--- src/rtl/axi4lite_pkg.sv ---
// rtl/axi4lite_pkg.sv - shared AXI4-Lite response codes and read-arbiter state encoding
package axi4lite_pkg;

    typedef logic [1:0] resp_t;

    localparam resp_t OKAY   = 2'b00;
    localparam resp_t SLVERR = 2'b10;

    typedef enum logic [1:0] {
        IDLE = 2'd0,
        ADDR = 2'd1,
        DATA = 2'd2
    } arb_state_t;

endpackage

--- src/rtl/rr_arbiter2.sv ---
// rtl/rr_arbiter2.sv - combinational two-way picker, round-robin or port-1 priority on a tie
module rr_arbiter2 (
    input  logic [1:0] req,
    input  logic       last,
    input  logic       prio_mode,
    output logic       win
);

    // A single requester always wins; only a tie consults the policy.
    always_comb begin
        win = req[1];
        if (req == 2'b11) begin
            win = prio_mode ? 1'b1 : ~last;
        end
    end

endmodule

--- src/rtl/axi4lite_read_arbiter.sv ---
// rtl/axi4lite_read_arbiter.sv - shares one AXI4-Lite read slave between fetch (port 0) and data (port 1)
module axi4lite_read_arbiter
    import axi4lite_pkg::*;
#(
    parameter int ADDR_W    = 32,
    parameter int DATA_W    = 32,
    parameter int DATA_PRIO = 0
) (
    input  logic              clk,
    input  logic              rst_n,
    input  logic [ADDR_W-1:0] m0_araddr,
    input  logic              m0_arvalid,
    output logic              m0_arready,
    output logic [DATA_W-1:0] m0_rdata,
    output logic [1:0]        m0_rresp,
    output logic              m0_rvalid,
    input  logic              m0_rready,
    input  logic [ADDR_W-1:0] m1_araddr,
    input  logic              m1_arvalid,
    output logic              m1_arready,
    output logic [DATA_W-1:0] m1_rdata,
    output logic [1:0]        m1_rresp,
    output logic              m1_rvalid,
    input  logic              m1_rready,
    output logic [ADDR_W-1:0] s_araddr,
    output logic              s_arvalid,
    input  logic              s_arready,
    input  logic [DATA_W-1:0] s_rdata,
    input  logic [1:0]        s_rresp,
    input  logic              s_rvalid,
    output logic              s_rready,
    output logic              grant,
    output logic              busy
);

    localparam logic PRIO_MODE = (DATA_PRIO != 0);

    arb_state_t r_state;
    arb_state_t w_next;
    logic       r_grant;
    logic       r_last_grant;
    logic       w_win;
    logic       w_any_req;
    logic       w_r_done;

    assign w_any_req = m0_arvalid | m1_arvalid;
    assign w_r_done  = (r_state == DATA) && s_rvalid &&
                       (r_grant ? m1_rready : m0_rready);

    rr_arbiter2 u_rr_arbiter2 (
        .req       ({m1_arvalid, m0_arvalid}),
        .last      (r_last_grant),
        .prio_mode (PRIO_MODE),
        .win       (w_win)
    );

    // last_grant resets to 1 so that port 0 wins the first tie.
    always_ff @(posedge clk or negedge rst_n) begin
        if (!rst_n) begin
            r_state      <= IDLE;
            r_grant      <= 1'b0;
            r_last_grant <= 1'b1;
        end else begin
            r_state <= w_next;
            if ((r_state == IDLE) && w_any_req) begin
                r_grant <= w_win;
            end
            if (w_r_done) begin
                r_last_grant <= r_grant;
            end
        end
    end

    always_comb begin
        w_next     = r_state;
        s_arvalid  = 1'b0;
        s_araddr   = '0;
        s_rready   = 1'b0;
        m0_arready = 1'b0;
        m1_arready = 1'b0;
        m0_rvalid  = 1'b0;
        m1_rvalid  = 1'b0;
        m0_rdata   = '0;
        m1_rdata   = '0;
        m0_rresp   = OKAY;
        m1_rresp   = OKAY;
        case (r_state)
            IDLE: begin
                if (w_any_req) begin
                    w_next = ADDR;
                end
            end
            ADDR: begin
                s_arvalid  = 1'b1;
                s_araddr   = r_grant ? m1_araddr : m0_araddr;
                m0_arready = ~r_grant & s_arready;
                m1_arready = r_grant & s_arready;
                if (s_arready) begin
                    w_next = DATA;
                end
            end
            DATA: begin
                // Both ports see the slave data; only the granted one sees rvalid.
                m0_rdata  = s_rdata;
                m1_rdata  = s_rdata;
                m0_rresp  = s_rresp;
                m1_rresp  = s_rresp;
                m0_rvalid = ~r_grant & s_rvalid;
                m1_rvalid = r_grant & s_rvalid;
                s_rready  = r_grant ? m1_rready : m0_rready;
                if (w_r_done) begin
                    w_next = IDLE;
                end
            end
            default: w_next = IDLE;
        endcase
    end

    assign grant = r_grant;
    assign busy  = (r_state != IDLE);

endmodule

--- config.mk ---
export PLATFORM = sky130hd
export DESIGN_NAME = axi4lite_read_arbiter
export DESIGN_NICKNAME = d
export VERILOG_FILES = /design/src/rtl/axi4lite_pkg.sv /design/src/rtl/rr_arbiter2.sv /design/src/rtl/axi4lite_read_arbiter.sv
export SDC_FILE = /design/constraint.sdc
export NUM_CORES = 1
export LEC_CHECK = 0
export CAP_MARGIN = 10
export CORE_AREA = 2 2 82 84
export CTS_CLUSTER_SIZE = 14
export DETAILED_ROUTE_END_ITERATION = 7
export DIE_AREA = 0 0 84 86
export PLACE_DENSITY = 0.83
export SLEW_MARGIN = 20
export SYNTH_ARGS = -nofsm -noshare
export SYNTH_HDL_FRONTEND = slang
export SYNTH_SLANG_ARGS = --single-unit
--- constraint.sdc ---
create_clock -name clk -period 1.6 [get_ports clk]
set_input_delay 0.32 -clock clk [delete_from_list [all_inputs] [get_ports clk]]
set_output_delay 0.32 -clock clk [all_outputs]
set_load 0.02 [all_outputs]
==> run_results.csv, run 1 <==
group,metric,value,unit
status,outcome,"complete, but fails checks",
status,violations,"negative setup slack",
routing,wl_per_cell,14.93,um
timing,min_period_over_period,1.088,
pwr,leakage,1.788,nW
pwr,p_per_area,1533,nW/um^2
synth,syn_inst,173,
clocking,clkLatencyLatePin,0.22,ns
grt,grt_pass1_wl,9.687,mm
die,dieArea,7224,um^2
timing,finalSetupViolCount,87,
die,die_x,84,um
grt,grt_max_degree,29,
synth,synth_fa_ha_area_frac,0,
cells_and_area,antenna_cells,0,
clocking,clk_pin_slew,0.04,ns
cells_and_area,fin_area,3928,um^2
pwr,power,0.006019,W
synth,synthMuxAreaShare,0.2345,
timing,fmax,0.5746,GHz
cells_and_area,final_common_cell,"clkdlybuf4s50_1",
timing,drv_slew,0,
place,hpwlAfterDp,5.204,mm
grt,antenna_found_initial,0,
die,rows,29,
synth,synth_area_leader_cell,"mux2i_1",
synth,yosysSeqAreaShare,0.07194,
synth,synth_nets,279,
grt,track_usage,0.1666,
synth,synth_compound_area_frac,0.02842,
timing,tightest_slew,0.2353,ns
synth,synth.top_cells.by_area,"mux2i_1 23%, buf_4 19%, and2_1 15%, nor2_4 8.8%, nor2_2 8.4%",
routing,ant_nets,0,
synth,synthDominantCellAreaShare,0.2345,
routing,drt-pass1-iter-count,3,
synth,synth_xor_area_frac,0,
grt,grt_pass1_vias,1899,
worst_hold_path,min_path_type,"in2async",
die,die_h,86,um
synth,ys_types,23,
place,placed_area,3431,um^2
place,finalWeightedCongestion,0.7898,
die,io_pins,214,
worst_setup_path,critPathLaunchType,"register",
routing,wl,6.896,mm
timing,clock_skew,0.009718,ns
cells_and_area,nets,492,
synth,yosysWarnings,0,
clocking,numCtsBuffers,3,
timing,holdWs,0.3081,ns
synth,syn_area,1409,um^2
timing,grt_setup_unrepaired,"yes",
synth,synthSimpleGateAreaFrac,0.3828,
cells_and_area,drive_gt1_frac,0.6052,
worst_setup_path,crit_arrival,1.42,ns
clocking,cts.sinks,4,
worst_setup_path,criticalPathCategory,"reg2out",
timing,hold_viol,0,
worst_setup_path,required,1.28,ns
die,initial_utilization,0.2244,
clocking,clk_path_buf_depth,2,
routing,vias,1927,
cells_and_area,fillers,525,
worst_setup_path,worstSetupEndpointType,"primary output",
synth,ys_ff_latch,4,
clocking,h-tree-depth,1,
clocking,clockRootBuffer,"clkbuf_8",
pwr,irDropWorstVdd,0.001066,V
timing,min_period,1.740,ns
cells_and_area,final_cell_mix,"105 x clkdlybuf4s50_1, 70 x buf_6, 59 x buf_4, 20 x and2_4, 20 x nor2_2",
synth,synth_top_family_by_area,"simple AND/OR/NAND/NOR gates",
cells_and_area,fin_util,0.6257,
place,portBuffers,213,
timing,slew_headroom,0.8386,
timing,fin_ws,-0.1405,ns
routing,first_iter_violations,16,
job,cap_violations,0,
die,coreArea,6277,um^2
grt,grt-ovfl-total,0,
worst_setup_path,cp_max_fo,11,
cells_and_area,syn_to_final_growth,178.8,%
clocking,cts_tree,"done",
routing,drcViolationCount,0,
routing,vias_per_cell,4.171,
synth,syn_avg_cell_area,8.144,um^2
through the flow:
stage	TNS (ns)	setup slack (ns)	instances
after floorplan	0	0.001969	173
after global placement	-27.13	-0.3734	434
after detailed placement	-28.28	-0.3895	434
after CTS	-4.182	-0.1732	451
after global routing	-10.42	-0.1907	462
final	-4.443	-0.1405	462
kinds of logic after synthesis:
family                 count (synthesis)
AND/OR/NAND/NOR                       80
buffers and inverters                 49
multiplexers                          33
AO/OA/AOI/OAI                          7
flip-flops                             4
report_power, final:
group | switching, W | internal [W]
Combinational | 0.00258 | 0.00298
Clock | 0.0000571 | 0.000171
Sequential | 0.0000819 | 0.000155
timing repair:
| item | 4_1_cts | 5_1_grt |
|---|---|---|
| pin swaps | 2 | 6 |
| hold buffers | 0 | 0 |
| setup endpoints to repair | 108 | 106 |
| gates cloned | 1 | 1 |
| resized for setup | 565 | 89 |
| setup buffers | 12 | 10 |
| hold endpoints to repair | 0 | 0 |
cells in the mapped netlist (all sizes together):
cell,number
nor2,36
a31oi,2
nand2b,3
nand2,3
buf,45
inv,4
a211oi,1
dfstp,1
nor3,3
nor2b,1
a21oi,2
and2,34
dfrtp,3
o21ai,2
mux2i,33
per-layer routing:
layer | part of all wire | vias up | track usage
met1 | 0.36 | 859 | 0.1860
met2 | 0.54 | 108 | 0.3156
met4 | 0.013 | 0 | 0.03372
met3 | 0.083 | 8 | 0.04716
li1 | - | 952 | -
met5 | 0 | - | 0
layout make-up:
type	count	area, um^2	area share
multi-input cells	120	1162	0.2960
inverters	4	15.01	0.003823
clock buffers	4	45.04	0.01147
flip-flops and latches	4	103.9	0.02644
well taps	77	96.34	0.02453
repair buffers	253	2505	0.6378
worst max-delay path, cell delays in order (launching register included):
cell	delay [ns]
dfrtp_2	0.46
buf_12	0.17
buf_4	0.12
mux2i_1	0.26
nor2_2	0.06
buf_6	0.13
worst paths after layout:
path | from | endpoint | slack [ns] | cells after the start
setup / recovery | grant | s_araddr[10] | -0.14 | 5
hold / removal | rst_n | grant | 0.31 | 1
setup reg to reg | grant | r_state[1] | 0.34 | 5
hold reg to reg | r_last_grant | r_last_grant | 0.51 | 2
max in group asynchronous | rst_n | r_last_grant | 1.04 | 1
min in group clk | r_last_grant | r_last_grant | 0.51 | 2
sequential cells by signal, summed over array words and instances (netlist names):
name	cells
grant	1
r_last_grant	1
r_state	2
(Power assumes the default switching activity.)
==> run 2: changes to the inputs <==
--- a/config.mk
+++ b/config.mk
@@ -7,6 +7,7 @@
 export LEC_CHECK = 0
 export CAP_MARGIN = 10
 export CORE_AREA = 2 2 82 84
+export CTS_CLUSTER_DIAMETER = 60
 export CTS_CLUSTER_SIZE = 14
 export DETAILED_ROUTE_END_ITERATION = 7
 export DIE_AREA = 0 0 84 86
==> results of run 2 <==
Same layout as run 1: the final DEF is identical, and so are final timing and power.
